===== src/rtl/bulk_app_width_adapter.sv =====
// Width adapter between N-byte application words and the byte-wide bulk endpoint FIFOs.
// TX serialises kept lanes in ascending order; RX packs bytes and flushes partial words on idle timeout.
module bulk_app_width_adapter #(
  parameter int APP_BYTES         = 4,
  parameter int RX_TIMEOUT_CYCLES = 1024
) (
  input  logic                   app_clk_i,
  input  logic                   rstn,
  input  logic [8*APP_BYTES-1:0] app_tx_data_i,
  input  logic [APP_BYTES-1:0]   app_tx_keep_i,
  input  logic                   app_tx_valid_i,
  output logic                   app_tx_ready_o,
  output logic [7:0]             byte_in_data_o,
  output logic                   byte_in_valid_o,
  input  logic                   byte_in_ready_i,
  input  logic [7:0]             byte_out_data_i,
  input  logic                   byte_out_valid_i,
  output logic                   byte_out_ready_o,
  output logic [8*APP_BYTES-1:0] app_rx_data_o,
  output logic [APP_BYTES-1:0]   app_rx_keep_o,
  output logic                   app_rx_valid_o,
  input  logic                   app_rx_ready_i
);

  localparam int DW = 8 * APP_BYTES;
  localparam int FW = $clog2(APP_BYTES + 1);
  localparam int CW = (RX_TIMEOUT_CYCLES > 0) ? $clog2(RX_TIMEOUT_CYCLES + 1) : 1;

  typedef enum logic {
    TX_IDLE = 1'b0,
    TX_SEND = 1'b1
  } tx_state_e;

  tx_state_e            tx_state;
  tx_state_e            tx_state_next;
  logic [DW-1:0]        tx_data;
  logic [APP_BYTES-1:0] tx_rem;
  logic [APP_BYTES-1:0] tx_cur;
  logic                 tx_last;
  logic                 tx_hs;
  logic                 tx_accept;
  logic                 tx_load;
  logic [7:0]           tx_lane_byte;

  // tx_rem holds the lanes still to send; its lowest set bit is the lane on the wire.
  assign tx_cur    = tx_rem & (~tx_rem + APP_BYTES'(1));
  assign tx_last   = (tx_rem & ~tx_cur) == '0;
  assign tx_hs     = (tx_state == TX_SEND) & byte_in_ready_i;
  assign tx_accept = app_tx_valid_i & app_tx_ready_o;
  assign tx_load   = tx_accept & (|app_tx_keep_i);

  always_ff @(posedge app_clk_i or negedge rstn) begin
    if (!rstn) begin
      tx_state <= TX_IDLE;
    end else begin
      tx_state <= tx_state_next;
    end
  end

  always_comb begin
    tx_state_next = tx_state;
    case (tx_state)
      TX_IDLE: if (tx_load) tx_state_next = TX_SEND;
      TX_SEND: if (tx_hs && tx_last && !tx_load) tx_state_next = TX_IDLE;
      default: tx_state_next = TX_IDLE;
    endcase
  end

  always_comb begin
    byte_in_valid_o = 1'b0;
    byte_in_data_o  = 8'h00;
    app_tx_ready_o  = 1'b0;
    case (tx_state)
      TX_IDLE: app_tx_ready_o = 1'b1;
      TX_SEND: begin
        byte_in_valid_o = 1'b1;
        byte_in_data_o  = tx_lane_byte;
        app_tx_ready_o  = byte_in_ready_i & tx_last;
      end
      default: ;
    endcase
  end

  always_comb begin
    tx_lane_byte = 8'h00;
    for (int k = 0; k < APP_BYTES; k++) begin
      if (tx_cur[k]) tx_lane_byte = tx_data[8*k +: 8];
    end
  end

  always_ff @(posedge app_clk_i or negedge rstn) begin
    if (!rstn) begin
      tx_data <= '0;
      tx_rem  <= '0;
    end else if (tx_load) begin
      tx_data <= app_tx_data_i;
      tx_rem  <= app_tx_keep_i;
    end else if (tx_hs) begin
      tx_rem <= tx_rem & ~tx_cur;
    end
  end

  logic [FW-1:0]        rx_fill;
  logic                 rx_accept;
  logic                 rx_timeout_fire;
  logic [APP_BYTES-1:0] rx_partial_keep;

  // A pending word blocks the byte stream; ready returns the cycle after the word is taken.
  assign byte_out_ready_o = ~app_rx_valid_o;
  assign rx_accept        = byte_out_valid_i & byte_out_ready_o;

  always_comb begin
    rx_partial_keep = '0;
    for (int k = 0; k < APP_BYTES; k++) begin
      rx_partial_keep[k] = FW'(k) < rx_fill;
    end
  end

  generate
    if (RX_TIMEOUT_CYCLES > 0) begin : g_timeout
      logic [CW-1:0] rx_idle_cnt;

      always_ff @(posedge app_clk_i or negedge rstn) begin
        if (!rstn) begin
          rx_idle_cnt <= '0;
        end else if (rx_accept || rx_timeout_fire) begin
          rx_idle_cnt <= '0;
        end else if (rx_fill != '0 && !app_rx_valid_o) begin
          rx_idle_cnt <= rx_idle_cnt + CW'(1);
        end
      end

      // Fires on the edge where the idle count would reach the limit; an arriving byte wins.
      assign rx_timeout_fire = !rx_accept && !app_rx_valid_o && (rx_fill != '0) &&
                               (rx_idle_cnt == CW'(RX_TIMEOUT_CYCLES - 1));
    end else begin : g_no_timeout
      assign rx_timeout_fire = 1'b0;
    end
  endgenerate

  always_ff @(posedge app_clk_i or negedge rstn) begin
    if (!rstn) begin
      rx_fill        <= '0;
      app_rx_data_o  <= '0;
      app_rx_keep_o  <= '0;
      app_rx_valid_o <= 1'b0;
    end else begin
      if (app_rx_valid_o && app_rx_ready_i) app_rx_valid_o <= 1'b0;
      if (rx_accept) begin
        for (int k = 0; k < APP_BYTES; k++) begin
          if (rx_fill == '0) begin
            app_rx_data_o[8*k +: 8] <= (k == 0) ? byte_out_data_i : 8'h00;
          end else if (rx_fill == FW'(k)) begin
            app_rx_data_o[8*k +: 8] <= byte_out_data_i;
          end
        end
        if (rx_fill == FW'(APP_BYTES - 1)) begin
          app_rx_valid_o <= 1'b1;
          app_rx_keep_o  <= '1;
          rx_fill        <= '0;
        end else begin
          rx_fill <= rx_fill + FW'(1);
        end
      end else if (rx_timeout_fire) begin
        app_rx_valid_o <= 1'b1;
        app_rx_keep_o  <= rx_partial_keep;
        rx_fill        <= '0;
      end
    end
  end

endmodule


===== config.mk =====
export PLATFORM = sky130hd
export DESIGN_NAME = bulk_app_width_adapter
export DESIGN_NICKNAME = d
export VERILOG_FILES = /design/src/rtl/bulk_app_width_adapter.sv
export SDC_FILE = /design/constraint.sdc
export NUM_CORES = 1
export LEC_CHECK = 0
export CORE_MARGIN = 4
export CORE_UTILIZATION = 45
export DETAILED_ROUTE_END_ITERATION = 10
export PLACE_DENSITY_LB_ADDON = 0.08
export SLEW_MARGIN = 10
export SYNTH_ARGS = -nofsm -noshare
export SYNTH_HDL_FRONTEND = slang
export SYNTH_SLANG_ARGS = --single-unit

===== constraint.sdc =====
create_clock -name app_clk_i -period 1.9 [get_ports app_clk_i]
set_input_delay 0.285 -clock app_clk_i [delete_from_list [all_inputs] [get_ports app_clk_i]]
set_output_delay 0.285 -clock app_clk_i [all_outputs]
set_load 0.02 [all_outputs]

== Word-level counts from Yosys, hierarchy flattened ==
Index checks and enable logic that the tools add are counted.
Word-level totals
  logic and storage cells: 90
  output and inout bits: 48
  input bits: 50
  flip-flop bits (word level): 88
Operators by class
  magnitude comparators: 4
  bitwise gates (word level): 11
  mux-type cells: 30
  eq/ne operators: 5
  add/subtract/negate cells: 3
  reductions and logical operators: 26
Operator list (count)
  $mux 8: 11
  $mux 11: 2
  $mux 4: 5
  $reduce_bool 2->1: 6
  $add 11x1->11 const B: 1
  $eq 11x10->1 const B: 1
  $reduce_and 2->1: 5
  $mux 3: 3
  $and 4x4->4: 2
  $not 4->4: 2
  $logic_and 1x1->1: 7
  $mux 1: 7
  $eq 3x2->1 const B: 2
  $lt 1x3->1 const A: 2
  $lt 2x3->1 const A: 2
  $and 1x1->1: 5
  $add 4x1->4 const B: 1
  $logic_not 4->1: 1
  $pmux 1 s2: 2
  $reduce_or 4->1: 1
  $add 3x1->3 const B: 1
  $eq 3x1->1 const B: 1
  $logic_not 1->1: 3
  $logic_not 3->1: 1
  4 further kinds: 5

== Longest topological paths before layout ==
Gate-level depths: netlist (run 1).
  depth after elaboration: 14
  depth in mapped cells: 8
  depth with buffers taken out: 6

== Least setup slack after synthesis (run 1) ==
OpenSTA, ideal clock, no wires.
  path kind: flip-flop to flip-flop
  start point: register rx_fill[0]
  end point: register rx_fill[1]
  setup slack: 0.014 ns
  cell stages (with the launch flop): 9
  clock period less this slack: 1.886 ns
  arrival time: 1.756 ns
  setup time: 0.130 ns
  path buffers: 2
  path through: dfrtp_1 inv_1 ha_1 nor2b_2 clkbuf_1 nor3_2 a21o_1 buf_6 o21ai_0
Between the ends
  cells in the longest elaborated chain, start to end: 4
  elaborated cells on any way between the ends: 8
  classes of those cells: 1 x add/sub; 1 x eq/ne; 2 x mux; 4 x reduce/logical
RTL lines
  from (decl): line 103  | logic [FW-1:0] rx_fill;
  from (signal assigned): line 162  | rx_fill <= rx_fill + FW'(1);
  parallel branches: the longest is 4 deep, another holds $add 3x1->3
Several ways; the timed one is not identified.
A chain may end at the register's enable or synchronous reset.

== Final worst setup path (run 1) ==
  start point: register tx_rem[2]
  end point: output port byte_in_data_o[1]
Between the ends
  cells in the longest elaborated chain, start to end: 6
RTL lines
  from (decl): line 37  | logic [APP_BYTES-1:0] tx_rem;
  from (signal assigned): line 97  | tx_rem <= app_tx_keep_i;
  from (signal assigned): line 99  | tx_rem <= tx_rem & ~tx_cur;
  $not 4->4: line 46  | assign tx_cur = tx_rem & (~tx_rem + APP_BYTES'(1));
  $add 4x1->4: line 46
  $and 4x4->4 (*): line 46
  $mux 8: line 87  | if (tx_cur[k]) tx_lane_byte = tx_data[8*k +: 8];
  $mux 8 (*): line 87
  $mux 8 (*): line 73  | case (tx_state)
  to (decl): line 13  | output logic [7:0] byte_in_data_o,
Mark *: on every way between the ends. The rest lies on a longest branch, timed or not.

==> results of run 1 <==
[cells in the mapped netlist, types with 2 or more instances]
| cell | count | share of area |
|---|---|---|
| mux2_2 | 47 | 0.13 |
| a32o_1 | 2 | 0.0050 |
| a21oi_2 | 2 | 0.0043 |
| buf_2 | 2 | 0.0025 |
| xor2_1 | 2 | 0.0043 |
| ha_1 | 3 | 0.0093 |
| nor4_1 | 4 | 0.0062 |
| xnor2_1 | 5 | 0.011 |
| a31oi_1 | 2 | 0.0031 |
| o21ai_0 | 21 | 0.026 |
| a221oi_1 | 2 | 0.0043 |
| nand2b_1 | 2 | 0.0031 |
| nand3_1 | 8 | 0.0099 |
| buf_6 | 5 | 0.014 |
| clkbuf_1 | 11 | 0.010 |
| and2_1 | 14 | 0.022 |
| o31ai_1 | 3 | 0.0056 |
| o21a_1 | 8 | 0.015 |
| dfrtp_1 | 88 | 0.55 |
| nor2_1 | 13 | 0.012 |
| nand2_1 | 51 | 0.047 |
| nand4_1 | 3 | 0.0047 |
| a211oi_1 | 3 | 0.0056 |
| inv_1 | 7 | 0.0065 |
| o2bb2ai_1 | 4 | 0.0087 |
| or3_1 | 2 | 0.0031 |
| a22oi_1 | 9 | 0.017 |
| nor3_1 | 3 | 0.0037 |
| a21oi_1 | 6 | 0.0075 |
[per-layer routing]
metal	up-vias	track usage	part of all wire
met5	-	0	0
met4	0	0.0636	0.012
met3	9	0.0365	0.057
met2	85	0.325	0.48
met1	1529	0.256	0.45
li1	1532	-	-
[where the power goes]
group          switching (mW)  total [mW]  internal [mW]
clock                   0.682        1.20          0.519
sequential              0.490        3.13           2.64
combinational            2.12        4.37           2.26
[final cells by class]
cell class / count / area (um^2)
sequential: 88 / 2210
inverter: 7 / 26.3
clock inverter: 5 / 40.0
timing repair buffer: 143 / 1370
tap: 108 / 135
clock buffer: 11 / 141
fill: 721 / 3010
multi-input combinational: 242 / 1790
[sequential cells by signal, summed over array words and instances (netlist names)]
register	cells
app_rx_data_o	32
app_rx_keep_o	4
app_rx_valid_o	1
g_timeout.rx_idle_cnt	11
rx_fill	3
tx_data	32
tx_rem	4
tx_state	1
[cell families after synthesis]
kind of cell	after synthesis
fa+ha+maj	3
simple gates	115
xor+xnor	7
mux	47
buf+inv	26
compound gates	69
flops	88
[repair_timing]
action                                  CTS  global route
endpoints found under the setup margin   44            41
gates cloned                              1             0
pin swaps                                 6             2
buffers inserted                          7             2
hold buffers                              1             0
hold endpoints to repair                 25             0
gates resized for setup                  64            24
[worst reg2reg max path: cells and delay by family (launching register included)]
family / cells / cell delay (ns)
muxes: 1 / 0.36
AOI/OAI and AO/OA: 3 / 0.55
buffers and inverters: 3 / 0.50
DFF: 1 / 0.43
[path summary, 6_finish.rpt]
path                            slack, ns                      endpoint  cells past startpoint                          from
worst max register to register      -0.06       tx_data[27]$_DFFE_PN0P_                      7         tx_rem[0]$_DFFE_PN0P_
max in group asynchronous            0.90         tx_rem[2]$_DFFE_PN0P_                      3                          rstn
worst min register to register       0.48  app_rx_data_o[6]$_DFFE_PN0P_                      2  app_rx_data_o[6]$_DFFE_PN0P_
min in group app_clk_i               0.48  app_rx_data_o[4]$_DFFE_PN0P_                      3            byte_out_data_i[4]
worst max-delay path                -0.12             byte_in_data_o[1]                      6         tx_rem[2]$_DFFE_PN0P_
worst min-delay path                 0.38       tx_data[16]$_DFFE_PN0P_                      2                          rstn
==> run_results.csv, run 1 <==
group,metric,value,unit
placement,place_congestion,0.840,
grt,grt_pass1_vias,3249,
route,drt-total-wl,9830,um
layout,area_growth,41.8,%
synthesis,synth_ff_type,"dfrtp_1",
sta,period_needed,2.02,ns
synthesis,postSynthAreaPerCell,11.4,um^2
setup_path,crit_fanout,7,
floorplan,start_util,0.462,
setup_path,path_class,"reg -> out",
grt,grt_antenna_before_repair,0,
worst_hold_path,hold_path.class,"in -> async",
sta,finClkSkew,0.0121,ns
setup_path,max_stage_delay,0.47,ns
power,p_leak,2.42,nW
setup_path,cp_num_buf_inv,2,
floorplan,ios,98,
power,powerDensity,1520,nW/um^2
sta,fin_crit_sh,1.06,
job,max_cap_violations,0,
setup_path,crit_family,"flip-flops",
setup_path,critPathRequiredTime,1.62,ns
route,first_pass_iters,4,
synthesis,async_reset_ff_frac,1.00,
synthesis,synth-compound-area-share,0.116,
route,route.detailed.drc,0,
route,vias,3155,
clock_tree,root_buffer,"clkbuf_8",
placement,dpl.hpwl,6850,um
layout,final_cells,604,
clock_tree,clockBufferDepth,2,
placement,dp.cells,577,
placement,place_area,5310,um^2
setup_path,crit_path_start_kind,"flip-flop",
clock_tree,clkLatencyLatePin,0.35,ns
power,p_total,8.70,mW
setup_path,worstSetupEndpointType,"primary output",
sta,fin_setup_tns,-1.84,ns
route,drt.antenna.violating_nets,0,
sta,rsz0062_at_grt,"yes",
synthesis,synth-xor-area-share,0.0152,
grt,grt_max_degree,44,
clock_tree,clkTransAtPathRegs,0.09,ns
sta,max_freq,495,MHz
sta,hold-worst-slack,0.385,ns
synthesis,synth-simple-area-share,0.147,
synthesis,synthMuxAreaShare,0.131,
sta,slew_headroom,0.657,
sta,final_hold_viol_count,0,
clock_tree,cts_buffers,9,
floorplan,die-area,10500,um^2
grt,grt_pass1_wl,15800,um
synthesis,ys_seq_area_frac,0.546,
setup_path,cp.arrival,1.74,ns
synthesis,synthAdderAreaFrac,0.00931,
clock_tree,ctsHtreeMaxLevel,3,
synthesis,syn-num-nets,408,
layout,final_area,5720,um^2
route,drt_iter0_markers,118,
clock_tree,cts_tree,"done",
layout,diodes,0,
power,peakVddDrop,817,uV
grt,grt_usage,0.195,
grt,overflow,0,
synthesis,yosys_warnings,0,
floorplan,num_rows,34,
route,wl_per_cell,16.3,um
setup_path,crit_path_top_delay_cell,"dfrtp_2",
sta,finalMaxSlewViolations,0,
floorplan,die_y,103,um
synthesis,yosysUniqueCellTypes,52,
setup_path,crit_chain,"nor2b_2 -> buf_6 -> a22oi_2 -> o21ai_2 -> o21a_1 -> buf_4",
synthesis,ys_ff_latch,88,
sta,worst_pin_slew,0.510,ns
run_status,violations,"setup timing",
synthesis,syn_area,4030,um^2
clock_tree,numClockSinks,88,
placement,place_ws,-0.522,ns
synthesis,synth_top_family_by_area,"simple AND/OR/NAND/NOR gates",
floorplan,die_w,103,um
layout,finalNetCount,544,
layout,final_cell_mix,"dfrtp_1, clkdlybuf4s50_1, nand2_1",
synthesis,syn-instance-count,355,
sta,setup_slack,-0.122,ns
layout,drive_above_1_share,0.306,
floorplan,core-area,8720,um^2
synthesis,synth_edf_count,0,
placement,io_buffer_count,97,
route,via_per_inst,5.22,
sta,setup_violations,27,
run_status,status,"finished with violations",
layout,finalCoreUtilization,0.655,
No activity file was read; power rests on OpenSTA's default activity.
==> run 2, diff against run 1 <==
--- a/config.mk
+++ b/config.mk
@@ -8,8 +8,9 @@
 export CORE_MARGIN = 4
 export CORE_UTILIZATION = 45
 export DETAILED_ROUTE_END_ITERATION = 10
-export PLACE_DENSITY_LB_ADDON = 0.08
+export PLACE_DENSITY = 0.77
 export SLEW_MARGIN = 10
 export SYNTH_ARGS = -nofsm -noshare
 export SYNTH_HDL_FRONTEND = slang
 export SYNTH_SLANG_ARGS = --single-unit
+export TNS_END_PERCENT = 30
==> run 2 against run 1 <==
Net effect: the run still ends with setup timing left; largest cell class unchanged; sequential share of layout area shrank 1.0 points; worst setup slack lost 0.11 ns; critical path depth grew 1; combinational power grew 7.8%; clock power grew 19%; largest power group unchanged; worst hold slack lost 0.077 ns.
==> run_results.csv, run 2 (synthesis gave the netlist of run 1 again) <==
group,metric,value,unit
sta,finalMaxSlewViolations,0,
setup_path,path_class,"reg -> out",
setup_path,critPathCapture,"byte_in_data_o[7]",
sta,finClkSkew,0.00992,ns
placement,io_buffer_count,97,
floorplan,die_w,103,um
route,first_pass_iters,4,
layout,drive_above_1_share,0.309,
power,powerDensity,1580,nW/um^2
clock_tree,numClockSinks,88,
setup_path,rr_endpoint,"tx_data[21]$_DFFE_PN0P_",
sta,final_hold_viol_count,0,
floorplan,core-area,8720,um^2
setup_path,critPathRequiredTime,1.62,ns
placement,place_congestion,0.866,
clock_tree,cts_buffers,9,
clock_tree,cts_tree,"done",
clock_tree,clkLatencyLatePin,0.35,ns
route,drt.antenna.violating_nets,0,
layout,diodes,0,
clock_tree,clockBufferDepth,2,
setup_path,max_stage_delay,0.45,ns
setup_path,ff2ff_setup_slack,-0.08,ns
setup_path,cp_num_buf_inv,3,
power,peakVddDrop,885,uV
setup_path,cp.arrival,1.85,ns
setup_path,crit_path_start_kind,"flip-flop",
layout,finalCoreUtilization,0.673,
floorplan,die-area,10500,um^2
floorplan,start_util,0.462,
route,drt_iter0_markers,98,
layout,finalNetCount,550,
setup_path,crit_family,"flip-flops",
clock_tree,root_buffer,"clkbuf_8",
layout,largestRegisters,"app_rx_data_o x32, tx_data x32, g_timeout.rx_idle_cnt x11",
floorplan,num_rows,34,
placement,place_ws,-0.464,ns
sta,slew_headroom,0.522,
route,wl_per_cell,17.7,um
setup_path,r2r_cells,7,
sta,rsz0062_at_grt,"yes",
setup_path,worstSetupEndpointType,"primary output",
route,via_per_inst,5.45,
layout,area_growth,45.7,%
sta,max_freq,468,MHz
sta,period_needed,2.13,ns
sta,worst_pin_slew,0.709,ns
setup_path,cp.depth,7,
power,p_leak,2.54,nW
grt,grt_usage,0.195,
floorplan,die_y,103,um
placement,place_area,5360,um^2
setup_path,regToRegStartpoint,"tx_rem[1]$_DFFE_PN0P_",
grt,grt_pass1_vias,3395,
sta,setup_slack,-0.235,ns
grt,grt_pass1_wl,16100,um
grt,overflow,0,
sta,setup_violations,30,
run_status,violations,"setup timing",
setup_path,crit_path_top_delay_cell,"dfrtp_2",
clock_tree,clkTransAtPathRegs,0.09,ns
setup_path,crit_fanout,8,
route,route.detailed.drc,0,
placement,dpl.hpwl,7200,um
grt,grt_antenna_before_repair,0,
floorplan,ios,98,
grt,grt_max_degree,52,
setup_path,crit_chain,"buf_6 -> nor4b_4 -> buf_6 -> nand2_2 -> o21ai_1 -> o21a_1 -> buf_6",
worst_hold_path,hold_path.class,"in -> async",
setup_path,crit_path_start,"tx_rem[0]$_DFFE_PN0P_",
layout,final_cell_mix,"clkdlybuf4s50_1, dfrtp_1, nand2_1",
sta,fin_crit_sh,1.12,
layout,layout_commonest_cell,"clkdlybuf4s50_1",
job,max_cap_violations,0,
setup_path,cp_common_cell,"buf_6",
route,drt-total-wl,10800,um
placement,dp.cells,582,
layout,final_area,5870,um^2
clock_tree,ctsHtreeMaxLevel,3,
route,vias,3322,
run_status,status,"finished with violations",
layout,final_cells,610,
run 2: cell types whose count changed in the layout (fill, tap and decap cells not counted), moves of 2 or more:
cell	before	now
a22oi_1	3	9
a22oi_2	6	0
buf_4	41	44
buf_6	11	13
bufinv_16	0	2
mux2_2	47	33
mux2_4	0	14
nand2_1	50	47
nand2_2	2	4
nor2b_2	2	0
nor2b_4	0	2
o21ai_2	5	3
run 2: through the flow:
| stage | total power, mW | hold slack [ns] | setup TNS, ns |
|---|---|---|---|
| global route | 9.83 | 0.315 | -3.86 |
| finish | 9.29 | 0.308 | -2.68 |
| floorplan | 5.39 | -0.0106 | 0 |
| CTS | 8.99 | 0.285 | -1.64 |
| detailed placement | 7.33 | 0.134 | -18.34 |
| global placement | 7.19 | 0.133 | -17.12 |
run 2: power breakdown:
| group | leakage, nW | total [mW] | switching [mW] | internal, mW |
|---|---|---|---|---|
| clock | 0.103 | 1.43 | 0.677 | 0.748 |
| sequential | 1.08 | 3.15 | 0.514 | 2.64 |
| combinational | 1.36 | 4.71 | 2.24 | 2.46 |
| total | 2.54 | 9.29 | 3.43 | 5.85 |
run 2: timing repair:
action / CTS / global route
gates cloned: 1 / 0
hold buffers: 1 / 0
setup endpoints to repair: 44 / 35
setup buffers: 5 / 5
pin swaps: 3 / 8
endpoints found under the hold margin: 10 / 0
resized for setup: 71 / 34
run 2: worst reg2reg max path, stage by stage, from the launching register on:
cell and delay, ns:
dfrtp_2 0.44, buf_4 0.15, a211oi_2 0.31, o21ai_4 0.12
buf_6 0.13, a21oi_4 0.17, buf_12 0.20, mux2_2 0.37
run 2: layout make-up:
| class | instances | area (um^2) |
|---|---|---|
| sequential | 88 | 2210 |
| multi-input combinational | 242 | 1840 |
| fill | 674 | 2850 |
| tap | 108 | 135 |
| clock inverter | 6 | 92.6 |
| timing repair buffer | 149 | 1440 |
| clock buffer | 10 | 128 |
| inverter | 7 | 26.3 |
run 2: routing by layer:
| layer | part of all wire | wire length [um] | vias up | track usage |
|---|---|---|---|---|
| li1 | - | - | 1534 | - |
| met1 | 0.43 | 4600 | 1646 | 0.249 |
| met2 | 0.47 | 5070 | 126 | 0.327 |
| met3 | 0.090 | 965 | 16 | 0.0535 |
| met4 | 0.013 | 139 | 0 | 0.0545 |
| met5 | 0 | 0 | - | 0 |
run 2: worst min path at each step:
stage / from / end / cells after the start
CTS: rstn / tx_data[5]$_DFFE_PN0P_ / 2
floorplan: rstn / app_rx_data_o[0]$_DFFE_PN0P_ / 0
global placement: rstn / tx_data[5]$_DFFE_PN0P_ / 1
global route: rstn / tx_data[5]$_DFFE_PN0P_ / 2
detailed placement: rstn / tx_data[5]$_DFFE_PN0P_ / 1
finish: rstn / tx_data[5]$_DFFE_PN0P_ / 2
